`config.mk`:
```
export PLATFORM = sky130hd
export DESIGN_NAME = ffd_shift_universal
export DESIGN_NICKNAME = d
export VERILOG_FILES = /design/src/rtl/ffd_shift_universal.sv
export SDC_FILE = /design/constraint.sdc
export NUM_CORES = 1
export LEC_CHECK = 0
export ABC_AREA = 0
export BUFFER_PORTS_ARGS = -buffer_cell sky130_fd_sc_hd__clkbuf_2
export CAP_MARGIN = 20
export CORE_MARGIN = 2
export CORE_UTILIZATION = 40
export CTS_CLUSTER_DIAMETER = 120
export DETAILED_ROUTE_END_ITERATION = 10
export MAX_ROUTING_LAYER = met4
export SLEW_MARGIN = 20
export SYNTH_ARGS = -nofsm -noshare
export SYNTH_HDL_FRONTEND = slang
export SYNTH_SLANG_ARGS = --single-unit
```
`constraint.sdc`:
```
create_clock -name clk -period 1.7 [get_ports clk]
set_input_delay 0.085 -clock clk [delete_from_list [all_inputs] [get_ports clk]]
set_output_delay 0.085 -clock clk [all_outputs]
set_load 0.1 [all_outputs]
```
`src/rtl/ffd_shift_universal.sv`:
```
// Universal WIDTH-bit register: load/clear/shift/rotate/arithmetic-shift per falling edge,
// plus a counter-sequenced multi-step "shift by N" command with busy/done handshake.
module ffd_shift_universal #(
    parameter int               WIDTH   = 8,
    parameter int               CNT_W   = 4,
    parameter logic [WIDTH-1:0] RST_VAL = '0
) (
    input  logic             clk,
    input  logic             rst,
    input  logic             en,
    input  logic [2:0]       mode,
    input  logic             start,
    input  logic [CNT_W-1:0] amt,
    input  logic [WIDTH-1:0] D,
    input  logic             sin,
    output logic [WIDTH-1:0] Q,
    output logic             sout,
    output logic             busy,
    output logic             done
);

    typedef enum logic {S_IDLE, S_BUSY} state_t;

    state_t             state_q, state_d;
    logic [2:0]         cmd_q, cmd_d;
    logic [CNT_W-1:0]   cnt_q, cnt_d;
    logic [WIDTH-1:0]   q_q, q_d;
    logic               sout_q, sout_d;
    logic               busy_q, busy_d;
    logic               done_q, done_d;

    // One step of the selected operation; returns {sout, Q}.
    function automatic logic [WIDTH:0] step(
        input logic [2:0]       op,
        input logic [WIDTH-1:0] q,
        input logic             s_in,
        input logic             s_out,
        input logic [WIDTH-1:0] d
    );
        logic signed [WIDTH-1:0] q_s;
        q_s = q;
        case (op)
            3'b001:  step = {s_out, d};
            3'b010:  step = {q[WIDTH-1], q[WIDTH-2:0], s_in};
            3'b011:  step = {q[0], s_in, q[WIDTH-1:1]};
            3'b100:  step = {q[WIDTH-1], q[WIDTH-2:0], q[WIDTH-1]};
            3'b101:  step = {q[0], q[0], q[WIDTH-1:1]};
            3'b110:  step = {q[0], q_s >>> 1};
            3'b111:  step = {s_out, {WIDTH{1'b0}}};
            default: step = {s_out, q};
        endcase
    endfunction

    always_comb begin
        state_d = state_q;
        cmd_d   = cmd_q;
        cnt_d   = cnt_q;
        q_d     = q_q;
        sout_d  = sout_q;
        busy_d  = busy_q;
        done_d  = 1'b0;
        if (en) begin
            case (state_q)
                S_IDLE: begin
                    // Only shift/rotate modes with a nonzero count become multi-cycle commands.
                    if (start && (mode >= 3'b010) && (mode <= 3'b110) && (amt != '0)) begin
                        cmd_d   = mode;
                        cnt_d   = amt;
                        busy_d  = 1'b1;
                        state_d = S_BUSY;
                    end else begin
                        {sout_d, q_d} = step(mode, q_q, sin, sout_q, D);
                    end
                end
                S_BUSY: begin
                    {sout_d, q_d} = step(cmd_q, q_q, sin, sout_q, D);
                    cnt_d = cnt_q - CNT_W'(1);
                    if (cnt_q == CNT_W'(1)) begin
                        busy_d  = 1'b0;
                        done_d  = 1'b1;
                        state_d = S_IDLE;
                    end
                end
                default: state_d = S_IDLE;
            endcase
        end
    end

    always_ff @(negedge clk) begin
        if (!rst) begin
            state_q <= S_IDLE;
            cmd_q   <= 3'b000;
            cnt_q   <= '0;
            q_q     <= RST_VAL;
            sout_q  <= 1'b0;
            busy_q  <= 1'b0;
            done_q  <= 1'b0;
        end else begin
            state_q <= state_d;
            cmd_q   <= cmd_d;
            cnt_q   <= cnt_d;
            q_q     <= q_d;
            sout_q  <= sout_d;
            busy_q  <= busy_d;
            done_q  <= done_d;
        end
    end

    assign Q    = q_q;
    assign sout = sout_q;
    assign busy = busy_q;
    assign done = done_q;

endmodule

```
---- Word level (Yosys, flattened, before mapping) ----
Index checks and enable logic that the tools add are counted.
operators by class
  mux-type cells .......................... 15
  equality and inequality tests ........... 30
  reduce and logical (&&, ||, !) cells .... 11
  add/sub/neg operators ................... 1
  bitwise logic cells ..................... 1
  magnitude comparators ................... 2
operators with widths
  cell                                                   number
  one-hot mux 9 bit (7 select lines)                     2
  equality test 3 bit, second input constant             8
  inequality test 2 bit, second input constant           8
  inequality test 8 x 1 -> 1 bit, second input constant  2
  one-hot mux 8 bit (2 select lines)                     1
  inequality test 7 x 1 -> 1 bit, second input constant  2
  equality test 3 x 2 -> 1 bit, second input constant    4
  inequality test 6 x 1 -> 1 bit, second input constant  2
  AND reduction 3 bit                                    3
  two-way mux 8 bit                                      1
  one-hot mux 4 bit (2 select lines)                     1
  AND reduction 8 bit                                    1
  equality test 3 x 1 -> 1 bit, second input constant    2
  two-way mux 1 bit                                      6
  one-hot mux 1 bit (2 select lines)                     3
  AND reduction 6 bit                                    1
  equality test 4 x 1 -> 1 bit, second input constant    1
  two-way mux 4 bit                                      1
  AND reduction 4 bit                                    1
  nonzero test 4 bit                                     1
  subtractor 4 x 1 -> 4 bit, second input constant       1
  >= comparator 3 x 2 -> 1 bit, second input constant    1
  <= comparator 3 bit, second input constant             1
  logical AND 1 bit                                      3
  3 further kinds                                        3
storage, ports and cells
  word-level logic and storage cells ...... 68
  flip-flop bits (word level) ............. 19
  output and inout port bits .............. 11

---- Logic depth before layout (Yosys ltp) ----
  depth in word-level cells ............... 6
  gate-level depth with buffers ........... 7
  depth with buffers taken out ............ 7

==> tab_implementation.tex <==
\begin{tabular}{lr}
\hline
Metric & Value \\
\hline
\multicolumn{2}{l}{\textbf{Status}} \\
Run status & finished with violations \\
Violations in the final reports & negative setup slack \\
\multicolumn{2}{l}{\textbf{Critical path}} \\
Master of the slowest instance on the critical path & o41ai\_4 \\
RR Startpoint & cmd\_q[0] \\
Crit-path cells & buf\_8 -> o41ai\_4 -> a22oi\_2 -> o311ai\_4 -> buf\_6 -> mux2i\_1 -> nor2\_1 \\
Crit-path max cell delay & 470 ps \\
Kind of cell with the highest combined delay on the critical path & compound AO/OA/AOI/OAI gates \\
Buffering stage count on the worst path with inverters included & 2 \\
RR Endpoint & Q[4] \\
Arrival time worst endpoint & 1520 ps \\
Type of element launching the critical path & input pin \\
Critical Path Fanout Max & 4 \\
Number of cell instances on the worst register-to-register path & 5 \\
CP Data Required Time & 1060 ps \\
Worst R2R Setup Slack & 10 ps \\
Worst Setup End Kind & flip-flop \\
CP Class & input pin to flip-flop \\
\multicolumn{2}{l}{\textbf{Drt}} \\
Detail-routed via count per cell & 5.78 \\
Post-detailed-routing wire length & 5790 µm \\
Drt initial violations & 135 \\
Post-detailed-route count of antenna-violating nets & 0 \\
Routed vias & 2022 \\
Initial DRT Pass Iterations & 5 \\
Routed length per placed instance & 16.6 µm \\
Number of DRC violations after detailed routing & 0 \\
\multicolumn{2}{l}{\textbf{Yosys}} \\
Number of enable flip-flop cells after synthesis & 0 \\
Syn Inst Count & 210 \\
Flops \& latches, synth & 19 \\
Yosys warning count & 0 \\
Primary flip-flop cell chosen by synthesis mapping & dfxtp\_1 \\
Area share of the leading cell type in the synthesized netlist & 23.5\% \\
Cell taking the most area after synthesis & dfxtp\_1 \\
Cell variety after synth & 44 \\
Fraction of synthesis flops using an asynchronous set or reset pin & 0\% \\
Sequential area share after synthesis & 23.5\% \\
Synthesized cell area & 1620 µm² \\
Net Count, Synth & 232 \\
Ranking of synthesized cells by area & dfxtp\_1, mux2i\_1, a221oi\_1 \\
Avg Synthesized Cell Area & 7.72 µm² \\
\multicolumn{2}{l}{\textbf{Power and ir drop}} \\
Maximum ir drop on the vdd rail & 533 µV \\
Power density over the cells & 704 nW/µm² \\
Static Leakage & 1.22 nW \\
\multicolumn{2}{l}{\textbf{STA}} \\
Final WS setup & -460 ps \\
Final worst clock skew & 23.6 ps \\
Final number of max-transition violations & 0 \\
Total setup violations reported at the end of the flow & 29 \\
Slew @ Worst Pin & 665 ps \\
Worst Hold Slack & 491 ps \\
Setup TNS Final & -7340 ps \\
Rel. slew slack & 55.1\% \\
Final number of hold-violating endpoints & 0 \\
Setup repair after global routing missed its margin & yes \\
\multicolumn{2}{l}{\textbf{Min path}} \\
Worst Hold Path Cells & 2 \\
Classification of the worst-slack hold path & flip-flop to flip-flop \\
Worst hold path startpoint & busy \\
Worst Hold End & busy \\
\multicolumn{2}{l}{\textbf{Finish}} \\
Post-layout util & 69.6\% \\
Non-filler instance count after layout & 350 \\
Highest-count cells in the layout ignoring fill and taps & buf\_4, inv\_1, nor2\_1 \\
Total inserted antenna cells & 0 \\
Layout overhead on the synthesized area & 69.3\% \\
Share of post-route cells with drive strength above 1 & 45.3\% \\
Number of nets at the end of the flow & 323 \\
Most frequent standard cell in the layout excluding fill and tap cells & buf\_4 \\
\multicolumn{2}{l}{\textbf{Placed design}} \\
Total half-perimeter wirelength after legalization and detailed placement & 3880 µm \\
Number of cells after detailed placement & 314 \\
RePlAce Congestion & 0.863 \\
IO Port Bufs & 30 \\
\multicolumn{2}{l}{\textbf{Clocking}} \\
TritonCTS clock tree & yes \\
Number of clock sinks seen by CTS & 19 \\
Clock edge transition at the registers on the reported setup and hold paths & 30 ps \\
Clock root buffer master & clkbuf\_8 \\
Number of buffers created by CTS & 3 \\
Number of H-tree levels & 1 \\
Clock tree buffer depth & 2 \\
Source-to-sink clock delay at the later pin of the worst-skew pair & 350 ps \\
\multicolumn{2}{l}{\textbf{GRT}} \\
GR Util All Layers & 28.5\% \\
Pin count of the biggest net entering global routing & 19 \\
Number of antenna violations at the first check in global routing & 0 \\
Via count of the first global-routing pass & 2034 \\
Global route overflow & 0 \\
Wire length of the first global-routing pass & 9540 µm \\
\multicolumn{2}{l}{\textbf{Floorplan}} \\
Placeable core region & 3940 µm² \\
Chip height & 67.7 µm \\
Placement Rows & 23 \\
Effective utilization at floorplan & 41.1\% \\
Die width & 67.7 µm \\
Die area & 4580 µm² \\
I/O pin cnt & 31 \\
\multicolumn{2}{l}{\textbf{Job}} \\
Max-capacitance violation count & 0 \\
\hline
\end{tabular}
[how the worst max path moves through the flow]
stage	start	endpoint	slack (ps)	cells after the start
floorplan	amt[2]	Q[6]	-590	5
global placement	amt[2]	Q[1]	-720	7
detailed placement	amt[2]	Q[5]	-800	7
CTS	amt[3]	Q[3]	-400	7
global route	amt[3]	Q[7]	-500	8
finish	amt[3]	Q[6]	-460	7
[synthesized netlist by cell type, types with 5 or more instances]
cell type,n
a211oi_1,7
dfxtp_1,19
a22oi_1,5
o21ai_0,8
mux2_2,8
a21oi_1,14
inv_1,12
clkbuf_1,9
nand2_1,18
a221oi_1,11
nand2b_1,5
mux2i_1,12
nor2_1,23
[final cells by class]
cell class | instances | area [µm²]
tap | 50 | 62.6
inverter | 11 | 41.3
timing repair buffer | 85 | 840
multi-input combinational | 162 | 1260
sequential | 19 | 402
clock inverter | 20 | 101
clock buffer | 3 | 41.3
fill | 299 | 1200
[metal layers]
layer  part of all wire (%)  track usage, %  wire length (µm)  vias up
li1                       -               -                 -      965
met1                     42            33.5              2410      959
met2                     50            43.8              2880       82
met3                    5.6            5.17               322       16
met4                    3.0            19.6               176        0
met5                      0               -                 0        -
[cell families (layout without fill, tap and decap cells)]
logic type | count (synthesis) | after routing | synth area share [%]
compound gates | 73 | 73 | 35.0
flops | 19 | 19 | 23.5
mux | 20 | 20 | 13.0
buf+inv | 29 | 119 | 7.02
xor+xnor | 3 | 3 | 1.62
simple gates | 64 | 64 | 18.4
fa+ha+maj | 2 | 2 | 1.54
[stage by stage]
step	setup WS (ps)	area (µm²)	total power, W
finish	-460	2750	0.00193
global route	-499	2750	0.00206
CTS	-400	2670	0.00190
detailed placement	-803	2310	0.00125
global placement	-716	2310	0.00125
floorplan	-593	1680	0.000985
[worst register-to-register path: cells and delay by family, from the launching register on]
family | cells | cell delay (ps)
buffers and inverters | 1 | 180
flip-flops | 1 | 300
AO/OA/AOI/OAI | 4 | 1100
[power breakdown]
group	switching (W)	internal, W	leakage, nW
sequential	0.0000333	0.000479	0.161
combinational	0.000419	0.000351	0.924
clock	0.000277	0.000373	0.137
[flip-flops by register name, summed over array words and instances (netlist names)]
name     flops
cnt_q        4
Q            8
sout         1
cmd_q        3
busy         1
done         1
state_q      1
[repair_timing]
| action | CTS | global route |
|---|---|---|
| pin swaps | 19 | 9 |
| hold buffers | 0 | 0 |
| gates cloned | 0 | 0 |
| setup buffers | 11 | 4 |
| endpoints found under the setup margin | 29 | 29 |
| resized for setup | 34 | 14 |
Power figures use the tool's default switching activity.
